$ cat src/rtl/video_output_sequencer_if.sv
// Capture-side status in, output-generator control out, for the video output sequencer.
// Latency: none, this is only a signal bundle.
// Backpressure: none, all signals are single-cycle pulses or levels.
interface video_output_sequencer_if;
  logic       in_vsync;
  logic       in_line_done;
  logic       in_line_doubler;
  logic       in_interlaced;
  logic       gen_reset_n;
  logic       starttrigger;
  logic       line_doubler;
  logic       add_line;
  logic       running;
  logic [7:0] resync_count;

  // Sequencer side
  modport master (
    input  in_vsync, in_line_done, in_line_doubler, in_interlaced,
    output gen_reset_n, starttrigger, line_doubler, add_line, running, resync_count
  );

  // Capture logic / generator side
  modport slave (
    output in_vsync, in_line_done, in_line_doubler, in_interlaced,
    input  gen_reset_n, starttrigger, line_doubler, add_line, running, resync_count
  );
endinterface

$ cat src/rtl/video_output_sequencer.sv
// Debounces the input video mode, flushes and pre-fills, then starts the HDMI generator.
// Latency: every output is registered, 1 cycle after the qualifying input cycle.
// Backpressure: none; pulses are consumed in the cycle they arrive.
module video_output_sequencer #(
  parameter int STABLE_FRAMES = 3,
  parameter int FLUSH_CYCLES  = 4,
  parameter int FILL_LINES    = 2,
  parameter int TIMEOUT       = 2_000_000
) (
  input  logic                     clock,
  input  logic                     reset,
  video_output_sequencer_if.master bus
);
  localparam logic [15:0] STABLE_W = 16'(STABLE_FRAMES);
  localparam logic [15:0] FLUSH_W  = 16'(FLUSH_CYCLES - 1);
  localparam logic [15:0] FILL_W   = 16'(FILL_LINES);
  localparam logic [23:0] WD_LAST  = 24'(TIMEOUT - 1);

  typedef enum logic [2:0] {IDLE, WAIT_STABLE, FLUSH, FILL, RUN} state_t;

  state_t      state, state_n;
  logic [1:0]  candidate, candidate_n;
  logic [15:0] stable_cnt, stable_n;
  logic [15:0] flush_cnt, flush_n;
  logic [15:0] line_cnt, line_n;
  logic        armed, armed_n;
  logic [23:0] wd_cnt, wd_n;
  logic [1:0]  accepted, accepted_n;
  logic [7:0]  resync, resync_n;
  logic        gen_reset_n_q, starttrigger_q, running_q;

  logic [1:0] mode;
  logic       do_accept;
  logic       wd_expire;

  assign mode = {bus.in_line_doubler, bus.in_interlaced};

  // Register all state, counters and outputs; outputs are decoded from the next state.
  always_ff @(posedge clock) begin
    if (!reset) begin
      state          <= IDLE;
      candidate      <= 2'b00;
      stable_cnt     <= 16'd0;
      flush_cnt      <= 16'd0;
      line_cnt       <= 16'd0;
      armed          <= 1'b0;
      wd_cnt         <= 24'd0;
      accepted       <= 2'b00;
      resync         <= 8'd0;
      gen_reset_n_q  <= 1'b0;
      starttrigger_q <= 1'b0;
      running_q      <= 1'b0;
    end else begin
      state          <= state_n;
      candidate      <= candidate_n;
      stable_cnt     <= stable_n;
      flush_cnt      <= flush_n;
      line_cnt       <= line_n;
      armed          <= armed_n;
      wd_cnt         <= wd_n;
      accepted       <= accepted_n;
      resync         <= resync_n;
      gen_reset_n_q  <= (state_n == FILL) || (state_n == RUN);
      starttrigger_q <= (state_n == RUN);
      running_q      <= (state_n == RUN);
    end
  end

  // Next-state logic: mode debounce, flush timing, fill counting and the watchdog.
  always_comb begin
    state_n     = state;
    candidate_n = candidate;
    stable_n    = stable_cnt;
    flush_n     = flush_cnt;
    line_n      = line_cnt;
    armed_n     = armed;
    accepted_n  = accepted;
    resync_n    = resync;
    do_accept   = 1'b0;

    // The watchdog only runs outside IDLE; a vsync in the expiry cycle wins.
    wd_n      = (state == IDLE || bus.in_vsync) ? 24'd0 : wd_cnt + 24'd1;
    wd_expire = (state != IDLE) && !bus.in_vsync && (wd_cnt == WD_LAST);

    case (state)
      IDLE: begin
        if (bus.in_vsync) begin
          candidate_n = mode;
          stable_n    = 16'd1;
          state_n     = WAIT_STABLE;
          do_accept   = (STABLE_FRAMES <= 1);
        end
      end
      WAIT_STABLE: begin
        if (bus.in_vsync) begin
          stable_n    = (mode == candidate) ? stable_cnt + 16'd1 : 16'd1;
          candidate_n = mode;
          do_accept   = (stable_n >= STABLE_W);
        end
      end
      FLUSH: begin
        if (flush_cnt >= FLUSH_W) begin
          state_n = FILL;
          armed_n = 1'b0;
          line_n  = 16'd0;
        end else begin
          flush_n = flush_cnt + 16'd1;
        end
      end
      FILL, RUN: begin
        if (bus.in_vsync && mode != accepted) begin
          // Mode moved under us: restart debounce with this frame as the first match.
          candidate_n = mode;
          stable_n    = 16'd1;
          state_n     = WAIT_STABLE;
          do_accept   = (STABLE_FRAMES <= 1);
          if (resync != 8'hFF) resync_n = resync + 8'd1;
        end else if (state == FILL) begin
          if (bus.in_vsync) begin
            armed_n = 1'b1;
            line_n  = 16'd0;
          end else if (bus.in_line_done && armed) begin
            line_n = line_cnt + 16'd1;
            if (line_n >= FILL_W) state_n = RUN;
          end
        end
      end
      default: state_n = IDLE;
    endcase

    if (do_accept) begin
      accepted_n = mode;
      state_n    = FLUSH;
      flush_n    = 16'd0;
    end

    if (wd_expire) begin
      state_n = IDLE;
      if (state == RUN && resync != 8'hFF) resync_n = resync + 8'd1;
    end
  end

  assign bus.gen_reset_n  = gen_reset_n_q;
  assign bus.starttrigger = starttrigger_q;
  assign bus.running      = running_q;
  assign bus.line_doubler = accepted[1];
  assign bus.add_line     = accepted[0];
  assign bus.resync_count = resync;
endmodule
$ cat src/flat_wrapper.sv
// flat-port wrapper written by rule: the top's interface ports become plain ports
module video_output_sequencer_flat 
#(
  parameter int STABLE_FRAMES = 3,
  parameter int FLUSH_CYCLES  = 4,
  parameter int FILL_LINES    = 2,
  parameter int TIMEOUT       = 2_000_000
)
  (clock, reset, bus_in_vsync, bus_in_line_done, bus_in_line_doubler, bus_in_interlaced, bus_gen_reset_n, bus_starttrigger, bus_line_doubler, bus_add_line, bus_running, bus_resync_count);
  video_output_sequencer_if bus_i ();
  input  logic clock;
  input  logic reset;
  input wire logic [$bits(bus_i.in_vsync)-1:0] bus_in_vsync;
  input wire logic [$bits(bus_i.in_line_done)-1:0] bus_in_line_done;
  input wire logic [$bits(bus_i.in_line_doubler)-1:0] bus_in_line_doubler;
  input wire logic [$bits(bus_i.in_interlaced)-1:0] bus_in_interlaced;
  output wire logic [$bits(bus_i.gen_reset_n)-1:0] bus_gen_reset_n;
  output wire logic [$bits(bus_i.starttrigger)-1:0] bus_starttrigger;
  output wire logic [$bits(bus_i.line_doubler)-1:0] bus_line_doubler;
  output wire logic [$bits(bus_i.add_line)-1:0] bus_add_line;
  output wire logic [$bits(bus_i.running)-1:0] bus_running;
  output wire logic [$bits(bus_i.resync_count)-1:0] bus_resync_count;
  assign bus_i.in_vsync = bus_in_vsync;
  assign bus_i.in_line_done = bus_in_line_done;
  assign bus_i.in_line_doubler = bus_in_line_doubler;
  assign bus_i.in_interlaced = bus_in_interlaced;
  assign bus_gen_reset_n = bus_i.gen_reset_n;
  assign bus_starttrigger = bus_i.starttrigger;
  assign bus_line_doubler = bus_i.line_doubler;
  assign bus_add_line = bus_i.add_line;
  assign bus_running = bus_i.running;
  assign bus_resync_count = bus_i.resync_count;
  video_output_sequencer #(.STABLE_FRAMES(STABLE_FRAMES), .FLUSH_CYCLES(FLUSH_CYCLES), .FILL_LINES(FILL_LINES), .TIMEOUT(TIMEOUT)) u_core (.clock(clock), .reset(reset), .bus(bus_i));
endmodule
$ cat config.mk
export PLATFORM = sky130hd
export DESIGN_NAME = video_output_sequencer_flat
export DESIGN_NICKNAME = d
export VERILOG_FILES = /design/src/rtl/video_output_sequencer_if.sv /design/src/rtl/video_output_sequencer.sv /design/src/flat_wrapper.sv
export SDC_FILE = /design/constraint.sdc
export NUM_CORES = 1
export LEC_CHECK = 0
export ABC_CLOCK_PERIOD_IN_PS = 2550
export CAP_MARGIN = 40
export CORE_ASPECT_RATIO = 1.2
export CORE_UTILIZATION = 40
export CTS_CLUSTER_SIZE = 12
export DETAILED_ROUTE_END_ITERATION = 8
export HOLD_SLACK_MARGIN = 0.02
export REMOVE_ABC_BUFFERS = 1
export SYNTH_ARGS = -nofsm -noshare
export SYNTH_HDL_FRONTEND = slang
export SYNTH_SLANG_ARGS = --single-unit
$ cat constraint.sdc
create_clock -name clock -period 2.55 [get_ports clock]
set_clock_uncertainty 0.2 [all_clocks]
set_input_delay 0.51 -clock clock [delete_from_list [all_inputs] [get_ports clock]]
set_output_delay 0.51 -clock clock [all_outputs]
set_load 0.01 [all_outputs]
-- Word level (Yosys, flattened, before mapping)
Cells that the tools add are included.
- input port bits: 6
- output and inout bits: 13
- flip-flop bits (word level): 90
- equality and inequality tests: 19
- multiplexer cells: 36
- $lt $le $gt $ge: 3
- bitwise logic cells: 2
- reduce and logical (&&, ||, !) cells: 22
- $add $sub $neg: 5
- operators by type and width (cell ; number):
    $mux 16 ; 9
    $add 16x1->16 const B ; 3
    $ge 16x2->1 const B ; 3
    $pmux 16 s3 ; 1
    $mux 8 ; 5
    $pmux 16 s2 ; 1
    $mux 3 ; 9
    $add 24x1->24 const B ; 1
    $eq 24x21->1 const B ; 1
    $pmux 3 s4 ; 1
    $reduce_and 5->1 ; 2
    $eq 3x2->1 const B ; 3
    $add 8x1->8 const B ; 1
    $ne 2x1->1 const B ; 4
    $ne 2x2->1 const B ; 4
    $ne 8x8->1 const B ; 1
    $reduce_or 2->1 ; 4
    $eq 3x3->1 const B ; 2
    $mux 1 ; 6
    $reduce_bool 3->1 ; 2
    $logic_and 1x1->1 ; 5
    $mux 2 ; 2
    $pmux 2 s2 ; 1
    $reduce_and 4->1 ; 1
    other kinds (12) ; 15

-- Depth between registers and ports, before layout
Gate-level depths: netlist of run 1.
- word-level depth: 12
- depth in mapped cells: 10
- mapped depth without buffers: 8

-- Worst setup path before layout of run 1
No wires, ideal clock.
- path type: register to register
- start point: register u_core.stable_cnt[0]
- end point: register u_core.flush_cnt[10]
- path buffers: 2
- arrival time: 2.322 ns
- period minus slack after synthesis: 2.581 ns
- stages on the path, launching flop included: 11
- slack: -0.031 ns
- cell sequence: dfxtp_1 ha_1 and4_1 clkbuf_1 nand3_1 xnor2_1 a211o_1 o21ai_1 o211a_1 buf_2 and2_1
- cells in the longest elaborated chain, start to end: 6
- RTL lines (element ; RTL line ; RTL):
    start, declared ; video_output_sequencer.sv:23 ; logic [15:0] stable_cnt, stable_n;
    start signal, assigned ; video_output_sequencer.sv:56 ; stable_cnt <= stable_n;
    $add 16x1->16 ; video_output_sequencer.sv:96 ; stable_n = (mode == candidate) ? stable_cnt + 16'd1 : 16'd1;
    $mux 16 ; video_output_sequencer.sv:96 ;
    $ge 16x2->1 ; video_output_sequencer.sv:98 ; do_accept = (stable_n >= STABLE_W);
    $mux 1 ; video_output_sequencer.sv:95 ; if (bus.in_vsync) begin
    $mux 1 ; - ;
    $reduce_or 2->1 (no line) ; - ;
    end signal, assigned ; video_output_sequencer.sv:57 ; flush_cnt <= flush_n;
    end, declared ; video_output_sequencer.sv:24 ; logic [15:0] flush_cnt, flush_n;
Every way passes these cells.
A chain may end at the register's enable or synchronous reset.

-- Worst setup path after layout of run 1
- start point: register u_core.line_cnt[10]
- end point: register u_core.gen_reset_n_q, in the netlist u_core.bus.gen_reset_n
- cells in the longest elaborated chain, start to end: 12
- RTL lines (element ; RTL line ; RTL):
    start, declared ; video_output_sequencer.sv:25 ; logic [15:0] line_cnt, line_n;
    start signal, assigned ; video_output_sequencer.sv:58 ; line_cnt <= line_n;
    $add 16x1->16 (*) ; video_output_sequencer.sv:123 ; line_n = line_cnt + 16'd1;
    $ge 16x2->1 (*) ; video_output_sequencer.sv:124 ; if (line_n >= FILL_W) state_n = RUN;
    $mux 3 (*) ; video_output_sequencer.sv:124 ;
    $mux 3 (*) ; video_output_sequencer.sv:122 ; end else if (bus.in_line_done && armed) begin
    $mux 3 (*) ; video_output_sequencer.sv:119 ; if (bus.in_vsync) begin
    $mux 3 (*) ; video_output_sequencer.sv:118 ; end else if (state == FILL) begin
    $mux 3 (*) ; video_output_sequencer.sv:111 ; if (bus.in_vsync && mode != accepted) begin
    $pmux 3 s4 (*) ; video_output_sequencer.sv:85 ; case (state)
    $mux 3 (*) ; video_output_sequencer.sv:131 ; if (do_accept) begin
    $mux 3 (*) ; video_output_sequencer.sv:137 ; if (wd_expire) begin
    $eq 3x2->1 / $eq 3x3->1 (equally long branches) ; video_output_sequencer.sv:63 ; gen_reset_n_q <= (state_n == FILL) || (state_n == RUN);
    $logic_or 1x1->1 (*) ; video_output_sequencer.sv:63 ;
    end signal, assigned ; video_output_sequencer.sv:63 ;
    end, declared ; video_output_sequencer.sv:30 ; logic gen_reset_n_q, starttrigger_q, running_q;
Mark *: on every way between the ends. The rest lies on a longest branch, timed or not.

==> impl_metrics.tcl, run 1 <==
set metrics [dict create \
    grt_max_degree 25 \
    cts-htree-levels 3 \
    ios 19 \
    root_buffer "clkbuf_16" \
    crit_end "u_core.bus.gen_reset_n$_SDFF_PN0_" \
    antenna_left 0 \
    routedWlPerCell_um 14.12 \
    synthTopCellsByCount "dfxtp_1, nor2_1, nand2_1" \
    min_period_ns 2.461 \
    async_flop_share_pct 0 \
    final_max_slew_viol_count 0 \
    gr-usage-all-layers_pct 19.93 \
    yosysWarnings 0 \
    synth.avg_cell_area_sq_um 8.181 \
    synth_compound_area_share_pct 17.01 \
    synth_cells 587 \
    p_leak_nw 2.149 \
    cts_inserted_buffers 9 \
    dieArea_sq_um 12450 \
    clock_path_buffers 2 \
    crit_start "u_core.line_cnt[10]$_SDFFE_PN0P_" \
    synth_cell_types 62 \
    min_period_over_period_pct 96.52 \
    nNetsFinal 657 \
    yosys.area_share.simple_pct 31.06 \
    power.internal_mw 2.379 \
    clk_latency_ns 0.34 \
    max_freq_mhz 406.3 \
    die_y_um 122.0 \
    coreArea_sq_um 11620 \
    grt_pass1_wl_um 19770 \
    initial_core_util_pct 41.32 \
    ys.flop_type "dfxtp_1" \
    r2r_slack_ns 0.09 \
    dp_hpwl_um 8253 \
    drive_gt1_share_pct 17.10 \
    drt_iter0_markers 183 \
    antenna_found_initial 0 \
    ys_seq_area_share_pct 37.52 \
    critical_path_class "register to register" \
    synth_xor_xnor_area_share_pct 7.113 \
    worst_r2r_path_depth 8 \
    vias_per_cell 5.428 \
    drc 0 \
    post-route-util_pct 51.06 \
    min_path_cells 1 \
    setup_viol 0 \
    portBuffers 18 \
    die-width_um 102.0 \
    crit_required_ns 2.64 \
    placedCellCount 788 \
    globalplace.congestion 0.8424 \
    rr_startpoint "u_core.line_cnt[10]$_SDFFE_PN0P_" \
    areaGrowthSynthToFinish_pct 23.55 \
    synthMuxAreaShare_pct 1.876 \
    sw_frac_of_total_pct 21.56 \
    combPwrFrac_pct 6.0 \
    vias 4375 \
    syn_area_sq_um 4802 \
    gr-total-overflow 0 \
    hold_violations 0 \
    tightest_slew_ns 0.3818 \
    first_pass_iters 5 \
    drt_wl_total_um 11380 \
    switching_power_mw 0.6539 \
    tns_ns 0 \
    pwr-share-seq_pct 46.8 \
    crit_path_max_fanout 6 \
    cp-start-kind "register" \
    yosys.area_share.adder_pct 1.563 \
    ys_ff_latch 90 \
    power.total_mw 3.033 \
    r2r_end "u_core.bus.gen_reset_n$_SDFF_PN0_" \
    yosysTopAreaCell "dfxtp_1" \
    final_cells 806 \
    clkSinkCount 90 \
    cts-hold-fix-buffers 0 \
    pwr_density_cell_nw_per_um2 511.2 \
    drv_cap 0 \
    clkTransAtPathRegs_ns 0.06 \
    grt_pass1_vias 4334 \
    slew_headroom_pct 74.22 \
    ys_top_cells_by_area "dfxtp_1, nor2_1, and2_1" \
    arrival_ns 2.55 \
    clockPowerShare_pct 47.2 \
    diodes 0 \
    hp-class "register to register" \
    outcome "finished, final reports clean" \
    yosysMostFrequentCell "dfxtp_1" \
    synth_edf_count 0 \
    synth_top_area_share_pct 37.52 \
    hold_slack_ns 0.2469 \
    synth_top_family_by_area "simple AND/OR/NAND/NOR gates" \
    cp-end-kind "register" \
    hold_path_startpoint "u_core.wd_cnt[0]$_SDFF_PP0_" \
    cts_tree "yes" \
    vdd.ir_drop.worst_uv 285.9 \
    std_cell_rows 43 \
]
-- cell type report --
cell class                      count  area [sq um]
Multi-Input combinational cell    451          2884
Timing Repair Buffer               82         685.7
Sequential cell                    90          1807
Clock inverter                      4         76.32
Inverter                           11         41.29
Clock buffer                       11         242.7
Tap cell                          157         196.4
Fill cell                        1133          5688
-- worst min path at each step --
stage	end	slack [ns]
2_1_floorplan	u_core.wd_cnt[0]$_SDFF_PP0_	0.21
6_report	u_core.wd_cnt[0]$_SDFF_PP0_	0.25
5_1_grt	u_core.flush_cnt[10]$_SDFFE_PP0P_	0.29
4_1_cts	u_core.wd_cnt[0]$_SDFF_PP0_	0.25
3_5_place_dp	u_core.wd_cnt[0]$_SDFF_PP0_	0.24
3_3_place_gp	u_core.wd_cnt[0]$_SDFF_PP0_	0.22
-- metrics by stage --
step / worst slack, ns / area [sq um]
floorplan: 0.04736 / 4658
global placement: -0.2196 / 5518
detailed placement: -0.2351 / 5518
CTS: 0.001220 / 5849
global route: -0.003920 / 5933
finish: 0.08885 / 5933
-- flip-flops by register name, summed over array words and instances (netlist names) --
signal / cells
u_core.armed: 1
u_core.bus.starttrigger: 1
u_core.accepted: 2
u_core.stable_cnt: 16
u_core.bus.resync_count: 8
u_core.wd_cnt: 24
u_core.state: 3
u_core.candidate: 2
u_core.flush_cnt: 16
u_core.bus.gen_reset_n: 1
u_core.line_cnt: 16
-- cells in the final DEF (no fill, tap or decap), types with 4 or more instances in the layout --
cell             synthesis  layout
dfxtp_2                  0       4
nor4_2                   3       4
nor2_1                  57      56
xor2_1                  19      19
and4_1                   8       7
mux2i_1                  9       7
a31oi_1                 14      14
buf_4                    1      62
a211oi_1                 4       4
or3_1                    6       6
nor3_1                  24      22
dfxtp_1                 90      86
nor3b_1                  6       6
nand2_1                 43      43
nor4_1                   9       7
inv_1                   11      11
and3_1                   7       7
a22oi_1                  8       8
clkdlybuf4s50_1          0      18
nor2b_1                 15      15
nand4_1                 20      20
clkbuf_16                0       9
xnor2_1                 20      20
and2_1                  33      33
nand3_1                 24      23
o21ai_0                 41      40
a21oi_1                 15      15
a21boi_0                 5       4
ha_1                     6       6
-- metal layers --
metal  track usage, %  share of wire (%)
met4            8.214                2.0
met1            24.29                 45
met3            3.442                2.8
met5                0                  0
met2            34.31                 50
-- kinds of logic after synthesis --
group	after synthesis
AND/OR/NAND/NOR	274
buffers and inverters	46
XOR/XNOR	39
multiplexers	9
AO/OA/AOI/OAI	123
flip-flops	90
adder cells (fa/ha/maj)	6
-- critical path: stages, from the launching register on --
cell and delay, ns:
dfxtp_1 0.42, nand4_1 0.22, buf_4 0.21, nor4_4 0.32, mux2i_2 0.30, nor3_2 0.08, a311o_1 0.38, o31ai_2 0.10
a21bo_2 0.18
-- power groups by stage --
| stage | registers (mW) | logic, mW | clock network, mW |
|---|---|---|---|
| after floorplan | 1.45 | 0.0793 | 0 |
| after global placement | 1.45 | 0.175 | 0 |
| after detailed placement | 1.45 | 0.177 | 0 |
| after CTS | 1.42 | 0.178 | 1.47 |
| after global routing | 1.42 | 0.200 | 1.52 |
| final | 1.42 | 0.181 | 1.43 |
-- timing repair --
action	4_1_cts	5_1_grt
endpoints found under the hold margin	0	0
gates cloned	0	0
pin swaps	0	6
endpoints found under the setup margin	1	24
setup buffers	0	3
resized for setup	3	18
Power figures use the tool's default switching activity.
==> run 2: changes to the inputs <==
- CTS_CLUSTER_DIAMETER: not set -> 150
- CTS_CLUSTER_SIZE: 12 -> 16
- RECOVER_POWER: not set -> 25
==> impl_metrics.tcl, run 2 (synthesized netlist as in run 1, its figures left out) <==
set metrics [dict create \
    vias_per_cell 5.414 \
    setup_viol 0 \
    pwr_density_cell_nw_per_um2 511.3 \
    nNetsFinal 657 \
    grt_max_degree 25 \
    largest_register "u_core.wd_cnt" \
    first_pass_iters 6 \
    antenna_left 0 \
    drt_iter0_markers 169 \
    gr-usage-all-layers_pct 19.93 \
    diodes 0 \
    clkSinkCount 90 \
    routedWlPerCell_um 14.15 \
    hp-class "register to register" \
    min_period_over_period_pct 96.38 \
    grt_pass1_vias 4334 \
    final_cells 806 \
    rr_startpoint "u_core.wd_cnt[9]$_SDFF_PP0_" \
    cts-htree-levels 3 \
    clkTransAtPathRegs_ns 0.06 \
    ios 19 \
    coreArea_sq_um 11620 \
    clk_latency_ns 0.34 \
    portBuffers 18 \
    crit_required_ns 2.59 \
    min_path_cells 1 \
    design_area_sq_um 5929 \
    critical_path_class "register to register" \
    root_buffer "clkbuf_16" \
    wl_met1_um 5122 \
    dp_hpwl_um 8253 \
    wl_met3_um 346 \
    dieArea_sq_um 12450 \
    drc 0 \
    hold_path_startpoint "u_core.wd_cnt[0]$_SDFF_PP0_" \
    cts_tree "yes" \
    crit_start "u_core.wd_cnt[9]$_SDFF_PP0_" \
    placed_area_sq_um 5518 \
    slew_headroom_pct 58.30 \
    setup_ws_ns 0.09225 \
    drt_wl_total_um 11410 \
    tightest_slew_ns 0.6254 \
    vdd.ir_drop.worst_uv 285.8 \
    p_leak_nw 2.170 \
    initial_core_util_pct 41.32 \
    die_y_um 122.0 \
    max_freq_mhz 406.9 \
    post-route-util_pct 51.02 \
    outcome "finished, final reports clean" \
    grt_pass1_wl_um 19770 \
    clock_path_buffers 2 \
    largest_register_ffs 24 \
    final_common_cell "dfxtp_1" \
    drv_cap 0 \
    dp_slack_ns -0.2351 \
    cp-start-kind "register" \
    final_max_slew_viol_count 0 \
    placedCellCount 788 \
    gr-total-overflow 0 \
    route.met2.wl_um 5721 \
    drive_gt1_share_pct 16.95 \
    std_cell_rows 43 \
    antenna_found_initial 0 \
    crit_path_max_fanout 3 \
    hold_slack_ns 0.2472 \
    min_period_ns 2.458 \
    cts_inserted_buffers 9 \
    globalplace.congestion 0.8424 \
    final_cell_mix "dfxtp_1, buf_4, nor2_1, nand2_1, o21ai_0" \
    top_layer_used "met4" \
    vias 4364 \
    cp-end-kind "register" \
    die-width_um 102.0 \
    arrival_ns 2.50 \
    hold_violations 0 \
    worst_r2r_path_depth 7 \
    areaGrowthSynthToFinish_pct 23.48 \
]
-- run 2: cell count changes in the layout (fill, tap and decap cells not counted) --
cell,before,now
buf_4,62,60
clkbuf_1,1,2
clkbuf_4,0,1
clkdlybuf4s50_1,18,11
dlygate4sd3_1,0,7
-- run 2: metrics by stage --
| stage | setup TNS (ns) | power (mW) |
|---|---|---|
| after global placement | -4.226 | 1.625 |
| after floorplan | 0 | 1.533 |
| final | 0 | 3.032 |
| after CTS | 0 | 3.066 |
| after global routing | -0.003920 | 3.139 |
| after detailed placement | -6.344 | 1.628 |
-- run 2: critical path, stage by stage (launching register included) --
cell,delay [ns]
dfxtp_1,0.31
or4_4,0.52
or4_4,0.45
o31ai_4,0.25
buf_4,0.17
a311o_1,0.13
o31ai_2,0.10
a21bo_2,0.22
-- run 2: repair_timing --
action / in CTS / in global routing
setup endpoints to repair: 1 / 24
setup buffers: 0 / 3
pin swaps: 0 / 6
resized for setup: 3 / 18
gates cloned: 0 / 0
hold buffers: 0 / 0
-- run 2: area by class of cell --
class | count | area [sq um]
Fill cell | 1133 | 5692
Timing Repair Buffer | 82 | 681.9
Multi-Input combinational cell | 451 | 2884
Inverter | 11 | 41.29
Clock buffer | 11 | 242.7
Tap cell | 157 | 196.4
Sequential cell | 90 | 1807
Clock inverter | 4 | 76.32
-- run 2: path summary, 6_finish.rpt --
path                                                          end  slack, ns
worst max-delay path            u_core.bus.gen_reset_n$_SDFF_PN0_       0.09
worst min-delay path                  u_core.wd_cnt[0]$_SDFF_PP0_       0.25
worst max register to register  u_core.bus.gen_reset_n$_SDFF_PN0_       0.09
worst min register to register        u_core.wd_cnt[0]$_SDFF_PP0_       0.25
-- run 2: power by group --
group	switching (mW)	internal (mW)	leakage [nW]
clock network	0.550	0.882	0.152
logic	0.0969	0.0831	1.29
registers	0.00595	1.41	0.728
total	0.653	2.38	2.17
-- run 2: metal layers --
layer	global-route usage (%)	up-vias
met1	24.29	2053
met3	3.442	17
met2	34.31	64
met5	0	-
li1	-	2230
met4	8.214	0
